===== src/rtl/cdb_arbiter_pkg.sv =====
// Shared constants and helpers for the common-data-bus arbiter.
//   ROB_SZ_LOG          : log2 of ROB size; tags are ROB_SZ_LOG+1 bits, tag 0 = "no tag"
//   CDB_N_REQ           : number of result producers
//   CDB_Q_DEPTH         : entries per producer queue (power of two, >= 2)
//   CDB_ALU/LSB/BRU     : producer indices
//   rr_wrap_add()       : (idx + step) mod n for idx, step < n
package cdb_arbiter_pkg;

    localparam int unsigned ROB_SZ_LOG  = 4;
    localparam logic        HIGH        = 1'b1;
    localparam logic        LOW         = 1'b0;

    localparam int unsigned CDB_N_REQ   = 3;
    localparam int unsigned CDB_Q_DEPTH = 2;
    localparam int unsigned CDB_ALU     = 0;
    localparam int unsigned CDB_LSB     = 1;
    localparam int unsigned CDB_BRU     = 2;

    localparam int unsigned CDB_TAG_W   = ROB_SZ_LOG + 1;
    localparam int unsigned CDB_DATA_W  = 32;
    localparam int unsigned CDB_SRC_W   = 2;

    // Both operands are below n, so one conditional subtract is enough.
    function automatic logic [CDB_SRC_W-1:0] rr_wrap_add(input logic [CDB_SRC_W-1:0] idx,
                                                         input int unsigned step,
                                                         input int unsigned n);
        int unsigned sum;
        sum = 32'(idx) + step;
        if (sum >= n) begin
            sum = sum - n;
        end
        return CDB_SRC_W'(sum);
    endfunction

endpackage


===== src/rtl/cdb_arbiter_if.sv =====
// Producer request / result broadcast bundle of the CDB arbiter.
//   req_vld/req_tag/req_res : per-producer request, slice i belongs to producer i
//   req_full                : producer i's queue is full
//   cdb_vld/tag/res/src     : registered broadcast bus and winning producer index
// master = producers + bus consumers, slave = arbiter.
interface cdb_arbiter_if
    import cdb_arbiter_pkg::*;
#(
    parameter int unsigned N_REQ  = CDB_N_REQ,
    parameter int unsigned TAG_W  = CDB_TAG_W,
    parameter int unsigned DATA_W = CDB_DATA_W
) ();

    logic [N_REQ-1:0]        req_vld;
    logic [N_REQ*TAG_W-1:0]  req_tag;
    logic [N_REQ*DATA_W-1:0] req_res;
    logic [N_REQ-1:0]        req_full;
    logic                    cdb_vld;
    logic [TAG_W-1:0]        cdb_tag;
    logic [DATA_W-1:0]       cdb_res;
    logic [CDB_SRC_W-1:0]    cdb_src;

    modport master (
        output req_vld, req_tag, req_res,
        input  req_full, cdb_vld, cdb_tag, cdb_res, cdb_src
    );

    modport slave (
        input  req_vld, req_tag, req_res,
        output req_full, cdb_vld, cdb_tag, cdb_res, cdb_src
    );

endinterface


===== src/rtl/cdb_arbiter_fifo.sv =====
// One producer's result queue.
//   clk, rst  : clock, asynchronous active-high reset
//   rdy       : global enable, all state holds when low
//   flush     : synchronous clear (only acts with rdy)
//   push      : write push_data; dropped while full, even if a pop happens too
//   pop       : advance the head; ignored while empty
//   head      : oldest entry (stale when count == 0)
//   count     : occupancy, full : count == DEPTH
module cdb_arbiter_fifo #(
    parameter  int unsigned W     = 37,
    parameter  int unsigned DEPTH = 2,
    localparam int unsigned PW    = $clog2(DEPTH),
    localparam int unsigned CW    = PW + 1
) (
    input  logic          clk,
    input  logic          rst,
    input  logic          rdy,
    input  logic          flush,
    input  logic          push,
    input  logic [W-1:0]  push_data,
    input  logic          pop,
    output logic [W-1:0]  head,
    output logic [CW-1:0] count,
    output logic          full
);

    logic [W-1:0]  mem_q [DEPTH];
    logic [PW-1:0] wr_ptr_q;
    logic [PW-1:0] rd_ptr_q;
    logic [CW-1:0] count_q;
    logic          do_push;
    logic          do_pop;

    assign full    = (count_q == CW'(DEPTH));
    assign do_push = push && !full;
    assign do_pop  = pop && (count_q != '0);
    assign head    = mem_q[rd_ptr_q];
    assign count   = count_q;

    // Pointers wrap naturally because DEPTH is a power of two.
    always_ff @(posedge clk or posedge rst) begin
        if (rst) begin
            wr_ptr_q <= '0;
            rd_ptr_q <= '0;
            count_q  <= '0;
            for (int unsigned i = 0; i < DEPTH; i++) begin
                mem_q[i] <= '0;
            end
        end else if (rdy) begin
            if (flush) begin
                wr_ptr_q <= '0;
                rd_ptr_q <= '0;
                count_q  <= '0;
            end else begin
                if (do_push) begin
                    mem_q[wr_ptr_q] <= push_data;
                    wr_ptr_q        <= wr_ptr_q + PW'(1);
                end
                if (do_pop) begin
                    rd_ptr_q <= rd_ptr_q + PW'(1);
                end
                count_q <= count_q + CW'(do_push) - CW'(do_pop);
            end
        end
    end

endmodule


===== src/rtl/cdb_arbiter.sv =====
// Common data bus arbiter: queues results from ALU, LSB and BRU and broadcasts one per cycle,
// chosen round-robin, on a registered bus feeding the reservation stations and the ROB.
//   clk, rst : clock, asynchronous active-high reset
//   rdy      : global enable, everything holds when low
//   reset    : synchronous branch-mispredict flush (with rdy), beats everything else
//   bus      : producer requests, req_full backpressure and the cdb_* broadcast
module cdb_arbiter
    import cdb_arbiter_pkg::*;
#(
    parameter int unsigned N_REQ   = CDB_N_REQ,
    parameter int unsigned TAG_W   = CDB_TAG_W,
    parameter int unsigned DATA_W  = CDB_DATA_W,
    parameter int unsigned Q_DEPTH = CDB_Q_DEPTH
) (
    input  logic          clk,
    input  logic          rst,
    input  logic          rdy,
    input  logic          reset,
    cdb_arbiter_if.slave  bus
);

    localparam int unsigned ENTRY_W = TAG_W + DATA_W;
    localparam int unsigned CNT_W   = $clog2(Q_DEPTH) + 1;

    logic [N_REQ-1:0]     push;
    logic [N_REQ-1:0]     pop;
    logic [N_REQ-1:0]     full;
    logic [N_REQ-1:0]     empty;
    logic [ENTRY_W-1:0]   push_data [N_REQ];
    logic [ENTRY_W-1:0]   head      [N_REQ];
    logic [CNT_W-1:0]     count     [N_REQ];

    logic                 grant_vld;
    logic [CDB_SRC_W-1:0] grant_idx;
    logic [ENTRY_W-1:0]   grant_entry;
    logic [CDB_SRC_W-1:0] cand;

    logic [CDB_SRC_W-1:0] rr_ptr_q;
    logic                 cdb_vld_q;
    logic [TAG_W-1:0]     cdb_tag_q;
    logic [DATA_W-1:0]    cdb_res_q;
    logic [CDB_SRC_W-1:0] cdb_src_q;

    for (genvar i = 0; i < N_REQ; i++) begin : g_queue
        // Tag 0 means "no tag"; such requests never enter the queue.
        assign push[i]      = bus.req_vld[i] && (bus.req_tag[i*TAG_W +: TAG_W] != '0);
        assign push_data[i] = {bus.req_tag[i*TAG_W +: TAG_W], bus.req_res[i*DATA_W +: DATA_W]};
        assign empty[i]     = (count[i] == '0);

        cdb_arbiter_fifo #(
            .W     (ENTRY_W),
            .DEPTH (Q_DEPTH)
        ) u_fifo (
            .clk       (clk),
            .rst       (rst),
            .rdy       (rdy),
            .flush     (reset),
            .push      (push[i]),
            .push_data (push_data[i]),
            .pop       (pop[i]),
            .head      (head[i]),
            .count     (count[i]),
            .full      (full[i])
        );
    end

    // First non-empty queue at or after rr_ptr wins.
    always_comb begin
        grant_vld   = LOW;
        grant_idx   = '0;
        grant_entry = '0;
        cand        = '0;
        for (int unsigned k = 0; k < N_REQ; k++) begin
            cand = rr_wrap_add(rr_ptr_q, k, N_REQ);
            if (!grant_vld && !empty[cand]) begin
                grant_vld   = HIGH;
                grant_idx   = cand;
                grant_entry = head[cand];
            end
        end
    end

    // The fifos themselves ignore pops under rdy=0 or flush.
    always_comb begin
        pop = '0;
        if (grant_vld) begin
            pop[grant_idx] = HIGH;
        end
    end

    always_ff @(posedge clk or posedge rst) begin
        if (rst) begin
            rr_ptr_q  <= '0;
            cdb_vld_q <= LOW;
            cdb_tag_q <= '0;
            cdb_res_q <= '0;
            cdb_src_q <= '0;
        end else if (rdy) begin
            if (reset) begin
                rr_ptr_q  <= '0;
                cdb_vld_q <= LOW;
            end else if (grant_vld) begin
                rr_ptr_q  <= rr_wrap_add(grant_idx, 1, N_REQ);
                cdb_vld_q <= HIGH;
                cdb_tag_q <= grant_entry[ENTRY_W-1 -: TAG_W];
                cdb_res_q <= grant_entry[DATA_W-1:0];
                cdb_src_q <= grant_idx;
            end else begin
                // Idle: payload and rr_ptr hold, only valid drops.
                cdb_vld_q <= LOW;
            end
        end
    end

    assign bus.req_full = full;
    assign bus.cdb_vld  = cdb_vld_q;
    assign bus.cdb_tag  = cdb_tag_q;
    assign bus.cdb_res  = cdb_res_q;
    assign bus.cdb_src  = cdb_src_q;

endmodule


===== src/flat_wrapper.sv =====
// flat-port wrapper written by rule: the top's interface ports become plain ports
module cdb_arbiter_flat import cdb_arbiter_pkg::*;
#(
    parameter int unsigned N_REQ   = CDB_N_REQ,
    parameter int unsigned TAG_W   = CDB_TAG_W,
    parameter int unsigned DATA_W  = CDB_DATA_W,
    parameter int unsigned Q_DEPTH = CDB_Q_DEPTH
)
  (clk, rst, rdy, reset, bus_req_vld, bus_req_tag, bus_req_res, bus_req_full, bus_cdb_vld, bus_cdb_tag, bus_cdb_res, bus_cdb_src);
  cdb_arbiter_if #(.N_REQ(N_REQ), .TAG_W(TAG_W), .DATA_W(DATA_W)) bus_i ();
  input  logic clk;
  input  logic rst;
  input  logic rdy;
  input  logic reset;
  input wire logic [$bits(bus_i.req_vld)-1:0] bus_req_vld;
  input wire logic [$bits(bus_i.req_tag)-1:0] bus_req_tag;
  input wire logic [$bits(bus_i.req_res)-1:0] bus_req_res;
  output wire logic [$bits(bus_i.req_full)-1:0] bus_req_full;
  output wire logic [$bits(bus_i.cdb_vld)-1:0] bus_cdb_vld;
  output wire logic [$bits(bus_i.cdb_tag)-1:0] bus_cdb_tag;
  output wire logic [$bits(bus_i.cdb_res)-1:0] bus_cdb_res;
  output wire logic [$bits(bus_i.cdb_src)-1:0] bus_cdb_src;
  assign bus_i.req_vld = bus_req_vld;
  assign bus_i.req_tag = bus_req_tag;
  assign bus_i.req_res = bus_req_res;
  assign bus_req_full = bus_i.req_full;
  assign bus_cdb_vld = bus_i.cdb_vld;
  assign bus_cdb_tag = bus_i.cdb_tag;
  assign bus_cdb_res = bus_i.cdb_res;
  assign bus_cdb_src = bus_i.cdb_src;
  cdb_arbiter #(.N_REQ(N_REQ), .TAG_W(TAG_W), .DATA_W(DATA_W), .Q_DEPTH(Q_DEPTH)) u_core (.clk(clk), .rst(rst), .rdy(rdy), .reset(reset), .bus(bus_i));
endmodule

===== config.mk =====
export PLATFORM = sky130hd
export DESIGN_NAME = cdb_arbiter_flat
export DESIGN_NICKNAME = d
export VERILOG_FILES = /design/src/rtl/cdb_arbiter_pkg.sv /design/src/rtl/cdb_arbiter_if.sv /design/src/rtl/cdb_arbiter_fifo.sv /design/src/rtl/cdb_arbiter.sv /design/src/flat_wrapper.sv
export SDC_FILE = /design/constraint.sdc
export NUM_CORES = 1
export LEC_CHECK = 0
export CELL_PAD_IN_SITES_DETAIL_PLACEMENT = 1
export CELL_PAD_IN_SITES_GLOBAL_PLACEMENT = 1
export CORE_ASPECT_RATIO = 1.2
export CORE_MARGIN = 2
export CORE_UTILIZATION = 48
export CTS_BUF_LIST = sky130_fd_sc_hd__clkbuf_8
export CTS_CLUSTER_SIZE = 16
export DETAILED_ROUTE_END_ITERATION = 8
export GPL_TIMING_DRIVEN = 1
export HOLD_SLACK_MARGIN = 0.12
export PLACE_DENSITY = 0.93
export SLEW_MARGIN = 20
export SYNTH_ARGS = -nofsm -noshare
export SYNTH_HDL_FRONTEND = slang
export SYNTH_SLANG_ARGS = --single-unit
export TNS_END_PERCENT = 20

===== constraint.sdc =====
create_clock -name clk -period 11.4 [get_ports clk]
set_clock_uncertainty 0.15 [all_clocks]
set_input_delay 1.14 -clock clk [delete_from_list [all_inputs] [get_ports clk]]
set_output_delay 1.14 -clock clk [all_outputs]
set_load 0.02 [all_outputs]

==> qor.csv <==
stage;metric;value;unit
logic_synthesis;synth_compound_area_frac;0.123;
floorplanning;fp.dieW;165;um
floorplanning;core;0.0305;mm^2
pwr;irDropWorstVdd;0.000188;V
worst_setup_path;start_kind;register;
layout;seq_area;0.00691;mm^2
timing;tightest_slew;1.13;ns
routing;dr.pass1.iters;5;
floorplanning;die_area;0.0324;mm^2
logic_synthesis;synth-seq-cells;276;
logic_synthesis;synth_most_common_cell;dfrtp_1;
timing;rsz0062_at_grt;false;
clock_network;cts_buffer_depth;3;
layout;multi_input_area;0.00748;mm^2
placement;hpwl;30.9;mm
placement;io_buffer_count;160;
logic_synthesis;synth-xor-area-share;0.00177;
logic_synthesis;synth-edff-count;0;
worst_setup_path;crit_fanout;42;
pwr;p_per_area;314;mW/mm^2
clock_network;cts_buffers;47;
grt;grt_pass1_wl;74.2;mm
timing;relSlewSlack;0.244;
grt;first_global_vias;13184;
grt;grt_overflow;0;
logic_synthesis;synth-main-ff-cell;dfrtp_1;
worst_setup_path;critPathCaptureType;register;
logic_synthesis;syn_avg_cell_area;11.8;um^2
worst_setup_path;cp.required;11.67;ns
logic_synthesis;synth_top_family_by_area;multiplexers;
pwr;power_frac_clock;0.155;
layout;layout-drive-gt1-share;0.266;
logic_synthesis;ys_seq_area_frac;0.465;
logic_synthesis;ys_types;63;
worst_setup_path;arrival;4.80;ns
clock_network;clkTransAtPathRegs;0.06;ns
worst_setup_path;crit_type;reg -> reg;
clock_network;h-tree-depth;2;
timing;max_freq;221;MHz
logic_synthesis;synth_area_leaders;dfrtp_1 47%, mux2_2 20%, mux2i_1 12%, nor2_1 2.8%, o221ai_1 2.2%;
logic_synthesis;synth_top_area_cell;dfrtp_1;
placement;gp_congestion;0.883;
timing;period_share;0.398;
pwr;total_power;5.54;mW
logic_synthesis;ys_warn_count;0;
timing;setup_viol;0;
timing;drv_slew;0;
pwr;p_seq_frac;0.328;
grt;grt_util_all_layers;0.298;
layout;areaGrowthSynthToFinish;18.7;%
logic_synthesis;syn_area;0.0148;mm^2
logic_synthesis;async_flop_share;1.00;
pwr;p_int;3.16;mW
logic_synthesis;yosys-mux-area-fraction;0.314;
routing;wl;48.4;mm
clock_network;cts_tree;done;
clock_network;hold_buffers;0;
grt;grt_start_max_net_pins;183;
flow_run;timing.max_cap.violations;0;
timing;finalHoldViolations;0;
run_status;outcome;complete, no violations;
floorplanning;die_h;197;um
logic_synthesis;synth_fp_nets;1382;
clock_network;ctsResizeCount;0;
routing;drt_iter0_drc;1046;
logic_synthesis;synth_simple_gate_area_share;0.0511;
timing;tns;0;ns
routing;route.vias.total;11714;
floorplanning;initial_core_util;0.487;
routing;drc;0;
clock_network;root_buffer;clkbuf_8;
pwr;comb_power_share;0.518;
timing;setup_slack;6.87;ns
placement;place_inst;1723;
routing;via_per_inst;6.48;
pwr;p_leak;7.18;nW
layout;fillCellCount;3101;
clock_network;clkLatencyLatePin;0.59;ns
timing;min_period;4.53;ns
min_path;hp-class;reg -> reg;
layout;nets;1504;
clock_network;cts_sinks;276;
logic_synthesis;synth_top_cells_by_count;276 x dfrtp_1, 262 x mux2_2, 171 x mux2i_1;
layout;finalNonFillerCells;1809;
logic_synthesis;synth_fa_ha_area_frac;0.00674;
routing;ant_nets;0;
logic_synthesis;synthCells;1256;
grt;antenna_found_initial;1;
floorplanning;rows;70;
pwr;switching_share;0.431;
clock_network;postCtsSetupBuffers;0;
pwr;p_sw;2.39;mW
logic_synthesis;synth_top_area_frac;0.465;
placement;place_ws;6.81;ns
routing;routedWlPerCell;26.8;um
floorplanning;pin_count;161;
-- per-layer routing --
metal,GRT usage,vias up,wire length [um]
met2,0.532,560,25200
met4,0.169,0,2370
met1,0.335,6048,18100
met3,0.0495,159,2820
li1,-,4947,-
met5,0,-,0
-- stage by stage --
stage	cell area, um^2	hold WS (ns)	util
floorplan	14800	0.302	-
detailed placement	16700	0.343	0.546
global route	17600	0.365	0.578
finish	17600	0.355	0.578
CTS	17500	0.356	0.576
global placement	16700	0.334	0.546
-- sequential cells by signal (all words and copies together), names as in the netlist --
register                        cells
u_core.g_queue.u_fifo.wr_ptr_q      3
u_core.bus.cdb_res                 32
u_core.g_queue.u_fifo.mem_q       222
u_core.g_queue.u_fifo.count         6
u_core.bus.cdb_tag                  5
u_core.bus.cdb_vld                  1
u_core.rr_ptr_q                     2
u_core.g_queue.u_fifo.rd_ptr_q      3
u_core.bus.cdb_src                  2
-- final timing paths --
check / end / cells past startpoint / startpoint / slack [ns]
max in group asynchronous: u_core.g_queue[2].u_fifo.mem_q[58] / 3 / rst / 8.70
worst max-delay path: u_core.g_queue[0].u_fifo.count[1] / 15 / u_core.rr_ptr_q[1] / 6.87
worst min-delay path: u_core.g_queue[2].u_fifo.mem_q[71] / 1 / u_core.g_queue[2].u_fifo.mem_q[71] / 0.35
worst min register to register: u_core.g_queue[2].u_fifo.mem_q[71] / 1 / u_core.g_queue[2].u_fifo.mem_q[71] / 0.35
min in group asynchronous: u_core.g_queue[2].u_fifo.mem_q[39] / 2 / rst / 0.89
worst max register to register: u_core.g_queue[0].u_fifo.count[1] / 15 / u_core.rr_ptr_q[1] / 6.87
-- power groups by stage --
| stage | logic, mW | clock network, mW | registers (mW) |
|---|---|---|---|
| global route | 3.03 | 0.911 | 1.86 |
| floorplan | 1.95 | 0 | 1.73 |
| detailed placement | 2.77 | 0 | 1.81 |
| finish | 2.87 | 0.857 | 1.82 |
| global placement | 2.58 | 0 | 1.75 |
| CTS | 2.81 | 0.868 | 1.80 |
-- cell usage in the layout (no fill, tap or decap), types with 12 or more instances in the layout --
master and n:
a21oi_1 33, a31oi_1 27, buf_4 13, clkbuf_8 56, clkdlybuf4s50_1 160, dfrtp_1 273, inv_1 38, mux2_2 262
mux2i_1 171, nand2_1 13, nor2_1 110, o21ai_0 20, o21ai_1 19, o221ai_1 38, o22ai_1 12, o31ai_1 37
-- cell families after synthesis --
family | after synthesis
adders and majority gates | 8
buffers and inverters | 121
AOI/OAI and AO/OA | 248
and+or+nand+nor | 167
xor gates and xnor gates | 3
muxes | 433
DFF | 276
-- critical path: stages (launching register included) --
cell       delay (ns)
dfrtp_1          0.41
inv_1            0.11
ha_2             0.47
buf_4            0.57
clkinv_1         0.79
a21oi_1          0.40
a2bb2oi_1        0.28
or2_2            0.19
inv_1            0.05
ha_1             0.27
inv_1            0.05
ha_1             0.15
xor2_1           0.20
o21ai_0          0.10
nand2_1          0.09
o21ai_0          0.07
-- area by class of cell --
| cell class | instances | area share |
|---|---|---|
| inverters | 18 | 0.00426 |
| clock inverters | 27 | 0.00667 |
| flip-flops and latches | 276 | 0.392 |
| multi-input cells | 859 | 0.424 |
| clock buffers | 56 | 0.0437 |
| repair buffers | 176 | 0.101 |
| diodes | 1 | 0.000142 |
| well taps | 396 | 0.0281 |
(Power assumes the default switching activity.)
